===== src/rtl/packing_fifo_if.sv =====
`default_nettype none
// +--------------------------------------------------------------------------+
// | packing_fifo_if : write and frame-read handshake bundle for packing_fifo |
// | Revision 1.0                                                             |
// +--------------------------------------------------------------------------+
interface packing_fifo_if #(
  parameter int WIDTH    = 8,
  parameter int MAX_READ = 11
);
  localparam int LW = $clog2(MAX_READ + 1);

  logic                      s_valid;
  logic [WIDTH-1:0]          s_data;
  logic                      s_ready;
  logic [LW-1:0]             rd_len;
  logic                      m_valid;
  logic                      m_ready;
  logic [WIDTH*MAX_READ-1:0] m_data;
  logic [LW-1:0]             m_len;

  modport slave (
    input  s_valid, s_data, rd_len, m_ready,
    output s_ready, m_valid, m_data, m_len
  );

  modport master (
    output s_valid, s_data, rd_len, m_ready,
    input  s_ready, m_valid, m_data, m_len
  );
endinterface
`default_nettype wire


===== src/rtl/packing_fifo.sv =====
`default_nettype none
// +--------------------------------------------------------------------------+
// | packing_fifo : narrow-in / wide-out FIFO, variable words popped per frame |
// | Revision 1.0                                                             |
// +--------------------------------------------------------------------------+
module packing_fifo #(
  parameter int WIDTH               = 8,
  parameter int DEPTH               = 16,
  parameter int MAX_READ            = 11,
  parameter int ALMOST_FULL_THRESH  = DEPTH - 2,
  parameter int ALMOST_EMPTY_THRESH = 2
) (
  input  wire logic                       clk,
  input  wire logic                       reset_n,
  input  wire logic                       flush,
  packing_fifo_if.slave                   bus,
  output logic [$clog2(DEPTH+1)-1:0]      count,
  output logic                            almost_full,
  output logic                            almost_empty,
  output logic                            overflow
);
  localparam int LW = $clog2(MAX_READ + 1);
  localparam int CW = $clog2(DEPTH + 1);
  localparam int PW = (DEPTH > 1) ? $clog2(DEPTH) : 1;
  localparam int SW = $clog2(DEPTH + MAX_READ);
  localparam int AE = (ALMOST_EMPTY_THRESH >= DEPTH) ? DEPTH : ALMOST_EMPTY_THRESH;
  localparam logic [SW-1:0] DEPTH_S = SW'(DEPTH);
  localparam logic [CW-1:0] DEPTH_C = CW'(DEPTH);
  localparam logic [LW-1:0] MAX_L   = LW'(MAX_READ);
  localparam logic [CW-1:0] AF_C    = CW'(ALMOST_FULL_THRESH);
  localparam logic [CW-1:0] AE_C    = CW'(AE);
  localparam logic [PW-1:0] LAST_P  = PW'(DEPTH - 1);

  if (MAX_READ > DEPTH || MAX_READ < 1 || ALMOST_FULL_THRESH > DEPTH) begin : g_param_error
    $error("packing_fifo: illegal MAX_READ / DEPTH / ALMOST_FULL_THRESH combination");
  end

  logic [WIDTH-1:0]          mem_q [DEPTH];
  logic [PW-1:0]             wr_ptr_q, wr_ptr_d;
  logic [PW-1:0]             rd_ptr_q, rd_ptr_d;
  logic [CW-1:0]             count_q, count_d;
  logic                      m_valid_q, m_valid_d;
  logic [WIDTH*MAX_READ-1:0] m_data_q, m_data_d;
  logic [LW-1:0]             m_len_q, m_len_d;
  logic                      overflow_q, overflow_d;

  logic                      s_ready;
  logic                      wr_en;
  logic                      load;
  logic [LW-1:0]             eff_len;
  logic [WIDTH*MAX_READ-1:0] frame;

  // Operands are always below 2*DEPTH, so one conditional subtract is a full modulo.
  function automatic logic [SW-1:0] wrap(input logic [SW-1:0] v);
    return (v >= DEPTH_S) ? v - DEPTH_S : v;
  endfunction

  always_comb begin
    eff_len = (bus.rd_len > MAX_L) ? MAX_L : bus.rd_len;
    s_ready = reset_n && (count_q != DEPTH_C);
    wr_en   = bus.s_valid && s_ready && !flush;
    load    = !flush && (!m_valid_q || bus.m_ready) && (eff_len != '0)
              && (count_q >= CW'(eff_len));
  end

  for (genvar i = 0; i < MAX_READ; i++) begin : g_lane
    logic [SW-1:0] idx;
    assign idx = wrap(SW'(rd_ptr_q) + SW'(i));
    assign frame[i*WIDTH +: WIDTH] = (LW'(i) < eff_len) ? mem_q[PW'(idx)] : '0;
  end

  always_comb begin
    wr_ptr_d   = wr_ptr_q;
    rd_ptr_d   = rd_ptr_q;
    count_d    = count_q;
    m_valid_d  = m_valid_q;
    m_data_d   = m_data_q;
    m_len_d    = m_len_q;
    overflow_d = overflow_q;
    if (flush) begin
      wr_ptr_d   = '0;
      rd_ptr_d   = '0;
      count_d    = '0;
      m_valid_d  = 1'b0;
      overflow_d = 1'b0;
    end else begin
      if (wr_en) begin
        wr_ptr_d = (wr_ptr_q == LAST_P) ? '0 : wr_ptr_q + PW'(1);
      end
      if (bus.s_valid && !s_ready) begin
        overflow_d = 1'b1;
      end
      if (load) begin
        rd_ptr_d  = PW'(wrap(SW'(rd_ptr_q) + SW'(eff_len)));
        m_valid_d = 1'b1;
        m_data_d  = frame;
        m_len_d   = eff_len;
      end else if (m_valid_q && bus.m_ready) begin
        m_valid_d = 1'b0;
      end
      count_d = count_q + CW'(wr_en) - (load ? CW'(eff_len) : '0);
    end
  end

  always_ff @(posedge clk) begin
    if (!reset_n) begin
      wr_ptr_q   <= '0;
      rd_ptr_q   <= '0;
      count_q    <= '0;
      m_valid_q  <= 1'b0;
      m_data_q   <= '0;
      m_len_q    <= '0;
      overflow_q <= 1'b0;
    end else begin
      wr_ptr_q   <= wr_ptr_d;
      rd_ptr_q   <= rd_ptr_d;
      count_q    <= count_d;
      m_valid_q  <= m_valid_d;
      m_data_q   <= m_data_d;
      m_len_q    <= m_len_d;
      overflow_q <= overflow_d;
    end
  end

  always_ff @(posedge clk) begin
    if (wr_en) begin
      mem_q[wr_ptr_q] <= bus.s_data;
    end
  end

  assign bus.s_ready   = s_ready;
  assign bus.m_valid   = m_valid_q;
  assign bus.m_data    = m_data_q;
  assign bus.m_len     = m_len_q;
  assign count         = count_q;
  assign almost_full   = (count_q >= AF_C);
  assign almost_empty  = (count_q <= AE_C);
  assign overflow      = overflow_q;
endmodule
`default_nettype wire


===== src/flat_wrapper.sv =====
// flat-port wrapper written by rule: the top's interface ports become plain ports
module packing_fifo_flat 
#(
  parameter int WIDTH               = 8,
  parameter int DEPTH               = 16,
  parameter int MAX_READ            = 11,
  parameter int ALMOST_FULL_THRESH  = DEPTH - 2,
  parameter int ALMOST_EMPTY_THRESH = 2
)
  (clk, reset_n, flush, count, almost_full, almost_empty, overflow, bus_s_valid, bus_s_data, bus_rd_len, bus_m_ready, bus_s_ready, bus_m_valid, bus_m_data, bus_m_len);
  packing_fifo_if #(.WIDTH(WIDTH), .MAX_READ(MAX_READ)) bus_i ();
  input  wire logic clk;
  input  wire logic reset_n;
  input  wire logic flush;
  output logic [$clog2(DEPTH+1)-1:0] count;
  output logic almost_full;
  output logic almost_empty;
  output logic overflow;
  input wire logic [$bits(bus_i.s_valid)-1:0] bus_s_valid;
  input wire logic [$bits(bus_i.s_data)-1:0] bus_s_data;
  input wire logic [$bits(bus_i.rd_len)-1:0] bus_rd_len;
  input wire logic [$bits(bus_i.m_ready)-1:0] bus_m_ready;
  output wire logic [$bits(bus_i.s_ready)-1:0] bus_s_ready;
  output wire logic [$bits(bus_i.m_valid)-1:0] bus_m_valid;
  output wire logic [$bits(bus_i.m_data)-1:0] bus_m_data;
  output wire logic [$bits(bus_i.m_len)-1:0] bus_m_len;
  assign bus_i.s_valid = bus_s_valid;
  assign bus_i.s_data = bus_s_data;
  assign bus_i.rd_len = bus_rd_len;
  assign bus_i.m_ready = bus_m_ready;
  assign bus_s_ready = bus_i.s_ready;
  assign bus_m_valid = bus_i.m_valid;
  assign bus_m_data = bus_i.m_data;
  assign bus_m_len = bus_i.m_len;
  packing_fifo #(.WIDTH(WIDTH), .DEPTH(DEPTH), .MAX_READ(MAX_READ), .ALMOST_FULL_THRESH(ALMOST_FULL_THRESH), .ALMOST_EMPTY_THRESH(ALMOST_EMPTY_THRESH)) u_core (.clk(clk), .reset_n(reset_n), .flush(flush), .bus(bus_i), .count(count), .almost_full(almost_full), .almost_empty(almost_empty), .overflow(overflow));
endmodule

===== config.mk =====
export PLATFORM = sky130hd
export DESIGN_NAME = packing_fifo_flat
export DESIGN_NICKNAME = d
export VERILOG_FILES = /design/src/rtl/packing_fifo_if.sv /design/src/rtl/packing_fifo.sv /design/src/flat_wrapper.sv
export SDC_FILE = /design/constraint.sdc
export NUM_CORES = 1
export LEC_CHECK = 0
export BUFFER_PORTS_ARGS = -buffer_cell sky130_fd_sc_hd__buf_2
export CAP_MARGIN = 20
export CORE_MARGIN = 2
export CORE_UTILIZATION = 53
export CTS_BUF_LIST = sky130_fd_sc_hd__clkbuf_4 sky130_fd_sc_hd__clkbuf_8
export DETAILED_ROUTE_END_ITERATION = 8
export PLACE_DENSITY = 0.77
export REMOVE_ABC_BUFFERS = 1
export SLEW_MARGIN = 15
export SYNTH_ARGS = -nofsm -noshare
export SYNTH_HDL_FRONTEND = slang
export SYNTH_SLANG_ARGS = --single-unit

===== constraint.sdc =====
create_clock -name clk -period 3.2 [get_ports clk]
set_input_delay 0.32 -clock clk [delete_from_list [all_inputs] [get_ports clk]]
set_output_delay 0.32 -clock clk [all_outputs]
set_load 0.01 [all_outputs]

-- Yosys cells after proc, flatten, opt, wreduce, memory -nomap -nowiden
Memory sizes are Yosys's and may differ from the RTL's. A register that Yosys moved wholly into a read port is not among the register bits.
Index checks and enable logic that the tools add are counted.
- add/subtract/negate cells: 26
- order comparisons: 27
- equality and inequality tests: 2
- mux-type cells: 30
- bitwise gates (word level): 2
- reductions and logical operators: 17
- operators with widths (cell ; count):
    $mux W8 ; 11
    $mux W4 ; 15
    $ge A5 B5 Y1 const B ; 11
    $sub A4 B1 Y4 const B ; 12
    $add A4 B3 Y5 const B ; 4
    $lt A3 B4 Y1 const A ; 4
    $add A4 B4 Y5 const B ; 3
    $lt A4 B4 Y1 const A ; 3
    $add A4 B2 Y5 const B ; 2
    $logic_and A1 B1 Y1 ; 8
    $lt A1 B4 Y1 const A ; 2
    $lt A2 B4 Y1 const A ; 2
    $add A4 B1 Y5 const B ; 1
    $add A4 B4 Y5 ; 1
    $add A5 B1 Y5 ; 1
    $ge A4 B5 Y1 const B ; 1
    $ge A5 B4 Y1 ; 1
    $ge A5 B4 Y1 const B ; 1
    $le A5 B2 Y1 const B ; 1
    $ne A5 B5 Y1 const B ; 1
    $sub A5 B5 Y5 ; 1
    $add A4 B1 Y4 const B ; 1
    $eq A4 B4 Y1 const B ; 1
    $gt A4 B4 Y1 const B ; 1
    other kinds (8) ; 15
- flip-flop bits (word level): 107
- memory bits (writable): 128
- input port bits: 17
- output and inout bits: 102
- word-level logic and storage cells: 112
- memories: 1
- memory list (memory ; words ; bits a word ; rd ports ; clocked after Yosys merged registers in ; wr ports ; line ; text):
    u_core.mem_q ; 16 ; 8 ; 11 ; 1 ; 1 ; packing_fifo.sv:38 ; logic [WIDTH-1:0] mem_q [DEPTH];

-- Logic depth before layout (Yosys ltp)
- word-level depth: 7
- gate-level depth with buffers: 19
- mapped depth without buffers: 18

-- Worst setup path after synthesis
Ideal clock, no wire load.
- path kind: flip-flop to flip-flop
- start point: register u_core.rd_ptr_q[1]
- end point: register u_core.m_data_q[57] (netlist: u_core.bus.m_data[57])
- setup time: 0.117 ns
- arrival time: 3.297 ns
- required time: 3.083 ns
- path slack: -0.214 ns
- cell stages (with the launch flop): 10
- buffers on the path: 4
- period minus slack after synthesis: 3.414 ns
- cell sequence: dfxtp_1 > buf_2 > clkbuf_1 > inv_1 > ha_1 > clkbuf_1 > clkbuf_1 > mux4_2 > mux4_2 > a32o_1
- cells in the longest elaborated chain, start to end: 5
- RTL lines (item ; line ; text):
    start: declaration ; packing_fifo.sv:40 ; logic [PW-1:0] rd_ptr_q, rd_ptr_d;
    start signal: assignment ; packing_fifo.sv:116 ; rd_ptr_q <= rd_ptr_d;
    $add A4 B3 Y5 * ; packing_fifo.sv:68 ; assign idx = wrap(SW'(rd_ptr_q) + SW'(i));
    $sub A4 B1 Y4 or $ge A5 B5 Y1 (tied branches) ; packing_fifo.sv:55 ; return (v >= DEPTH_S) ? v - DEPTH_S : v;
    $mux W4 * ; packing_fifo.sv:55 ;
    $mem_v2 Z16 W8 * ; n/a ;
    $mux W8 * ; packing_fifo.sv:69 ; assign frame[i*WIDTH +: WIDTH] = (LW'(i) < eff_len) ? mem_q[PW'(idx)] : '0;
    end signal: assignment ; packing_fifo.sv:119 ; m_data_q <= m_data_d;
    end: declaration ; packing_fifo.sv:43 ; logic [WIDTH*MAX_READ-1:0] m_data_q, m_data_d;
Mark *: on every way between the ends. The rest lies on a longest branch, timed or not.
A chain may end at the register's enable or synchronous reset.

-- Final worst setup path
- start point: register u_core.rd_ptr_q[2]
- end point: register u_core.m_data_q[51] (netlist: u_core.bus.m_data[51])
The elaborated chain is that of the path after synthesis.

==> impl_metrics.yaml <==
run_status:
  status: "finished, final reports clean"
yosys:
  synth_cell_types: 49
  yosysTopAreaCell: "edfxtp_1"
  synth_area_um2: 13300
  yosysTopAreaCellShare_pct: 28.9
  ys_ff_latch: 235
  synthTopCellsByArea: "edfxtp_1, mux4_2, dfxtp_1"
  synth.most_common_cell: "mux4_2"
  synth_commonest_cells: "mux4_2, edfxtp_1, dfxtp_1"
  synth-async-reset-ratio_pct: 0
  yosys_warnings: 0
  netlist_instances: 882
  ys.flop_type: "edfxtp_1"
  synth_edf_count: 128
  synth.avg_cell_area_um2: 15.1
  synth-seq-area-share_pct: 45.0
drt:
  ant_nets: 0
  num_vias: 9784
  avgViaCountPerCell: 7.04
  top_layer_used: "met4"
  met2WireLength_um: 17100
  dr.pass1.iters: 5
  wl_met1_um: 13700
  drt_iter0_markers: 1329
  drt-total-wl_um: 37800
  wl_per_cell_um: 27.2
  routed-wl-met3_um: 5650
  drc: 0
cells_and_area:
  nets: 1079
  area_growth_pct: 15.2
  fillers: 1765
  fin_cells: 1390
  drive_above_1_share_pct: 40.3
  stdcell_area_um2: 15300
clock_tree:
  post_cts_resized: 0
  insertion_delay_ns: 0.53
  clock-sinks: 235
  cts_root_buf: "clkbuf_8"
  ctsHoldBuffers: 0
  h-tree-depth: 2
  clockBufferDepth: 3
  path_clk_slew_ns: 0.06
  cts_tree: "built"
  cts_setup_buffers: 0
  cts_made_buffers: 39
placement:
  hpwl_um: 26300
  placed_area_um2: 14500
  portBuffers: 118
  place_ws_ns: -0.0161
  placedCellCount: 1318
  place.gp.congestion: 0.923
critical_path:
  critical_path_class: "flip-flop to flip-flop"
  crit_fanout: 11
  start_kind: "flip-flop"
  worstPathArrival_ns: 3.37
  critPathMaxStageDelay_ns: 0.78
  crit_chain: "inv_1 > ha_1 > xor2_1 > buf_4 > mux4_2 > a32o_1"
  crit_buf_inv: 2
  cp_top_family: "flip-flops"
  cp_slowest_cell: "dfxtp_1"
  required_ns: 3.60
  end_kind: "flip-flop"
global_route:
  grt_use_total_pct: 28.6
  grt_pass1_wl_um: 55400
  grt_max_degree: 71
  antenna_found_initial: 1
  overflow: 0
  grt_pass1_vias: 9017
floorplanning:
  io_pins: 119
  coreArea_um2: 24500
  start_util_pct: 54.4
  die_x_um: 162
  die_area_um2: 26400
  die_h_um: 162
  rows: 57
timing:
  rsz0062_at_grt: "false"
  fin_crit_sh_pct: 92.8
  finalCriticalPeriod_ns: 2.97
  hold_violations: 0
  tightest_slew_ns: 1.12
  max_freq_mhz: 337
  finalHoldWorstSlack_ns: 0.0332
  fin_ws_ns: 0.232
  skew_ns: 0.0209
  setup_viol: 0
  slew-limit-headroom_pct: 25.2
  slew_viol_final: 0
power:
  peakVddDrop_v: 0.000323
  p_leak_nw: 5.56
  powerDensity_nw_per_um2: 551
job:
  drv_cap: 0
hold_path:
  hp-class: "input port to flip-flop"
==> worst paths after layout <==
path / start / end / slack (ns) / cells after the start
worst max-delay path: u_core.rd_ptr_q[2]$_SDFFE_PP0N_ / u_core.bus.m_data[51]$_SDFFE_PN0P_ / 0.23 / 6
worst min-delay path: bus_s_valid / u_core.overflow$_SDFFE_PP0P_ / 0.03 / 3
worst max register to register: u_core.rd_ptr_q[2]$_SDFFE_PP0N_ / u_core.bus.m_data[51]$_SDFFE_PN0P_ / 0.23 / 6
worst min register to register: u_core.bus.m_data[72]$_SDFFE_PN0P_ / u_core.bus.m_data[72]$_SDFFE_PN0P_ / 0.46 / 1
==> per-layer routing <==
layer	up-vias	GRT usage, %
met3	107	10.4
met4	0	9.13
li1	4011	-
met2	782	43.3
met1	4884	38.8
met5	-	0.758
==> logic make-up after synthesis <==
| family | Yosys count | share of synthesized area [%] |
|---|---|---|
| fa+ha+maj | 27 | 2.65 |
| buf+inv | 99 | 3.69 |
| mux | 218 | 33.6 |
| simple gates | 118 | 3.95 |
| compound gates | 168 | 10.0 |
| flops | 235 | 45.0 |
| xor+xnor | 17 | 1.12 |
==> tightest hold or removal path: cells and delay by family <==
kind	cells	cell delay (ns)
buffers and inverters	1	0.09
AOI/OAI and AO/OA	1	0.05
and+or+nand+nor	1	0.07
==> registers in the layout (all words and copies together), names as in the netlist <==
register	cells
u_core.wr_ptr_q	4
u_core.bus.m_data	88
u_core.bus.m_valid	1
u_core.overflow	1
u_core.count	5
u_core.mem_q	128
u_core.bus.m_len	4
u_core.rd_ptr_q	4
==> stage by stage <==
stage               setup TNS [ns]  util, %  total power [mW]
global placement                 0     59.3              5.69
global route                     0     62.7              8.77
finish                           0     62.7              8.45
floorplan                  -342.09        -              4.99
detailed placement         -0.0161     59.3              5.75
CTS                              0     62.6              8.44
==> layout make-up <==
cell class | instances | area, um^2 | area share (%)
well taps | 324 | 405 | 2.64
inverters | 26 | 97.6 | 0.637
multi-input cells | 548 | 6870 | 44.8
clock buffers | 57 | 716 | 4.67
repair buffers | 185 | 1140 | 7.46
flip-flops and latches | 235 | 5990 | 39.1
diodes | 1 | 2.50 | 0.0163
clock inverters | 14 | 97.6 | 0.637
==> cells in the final DEF, fill, tap and decap left out, drive strengths merged, types with 4 or more instances in the layout <==
cell     instances
nor3            10
mux4           176
a211oi           9
a21boi           5
a21oi           25
o22ai            8
xnor2            8
mux2             8
nor2b            9
mux2i           34
dfxtp          107
o2bb2ai          8
a22o            23
edfxtp         128
nor2            24
o21ai           18
xor2             9
inv             26
nand2           56
a32o            57
clkbuf          57
buf            185
nand3            7
ha              25
nand2b           4
clkinv          11
==> power by group <==
| part | leakage, nW | internal (mW) | switching, mW |
|---|---|---|---|
| Combinational | 3.12 | 1.03 | 1.22 |
| Clock | 0.427 | 1.52 | 1.19 |
| Sequential | 2.02 | 3.35 | 0.140 |
| Total | 5.56 | 5.89 | 2.56 |
No activity file was read; power rests on OpenSTA's default activity.
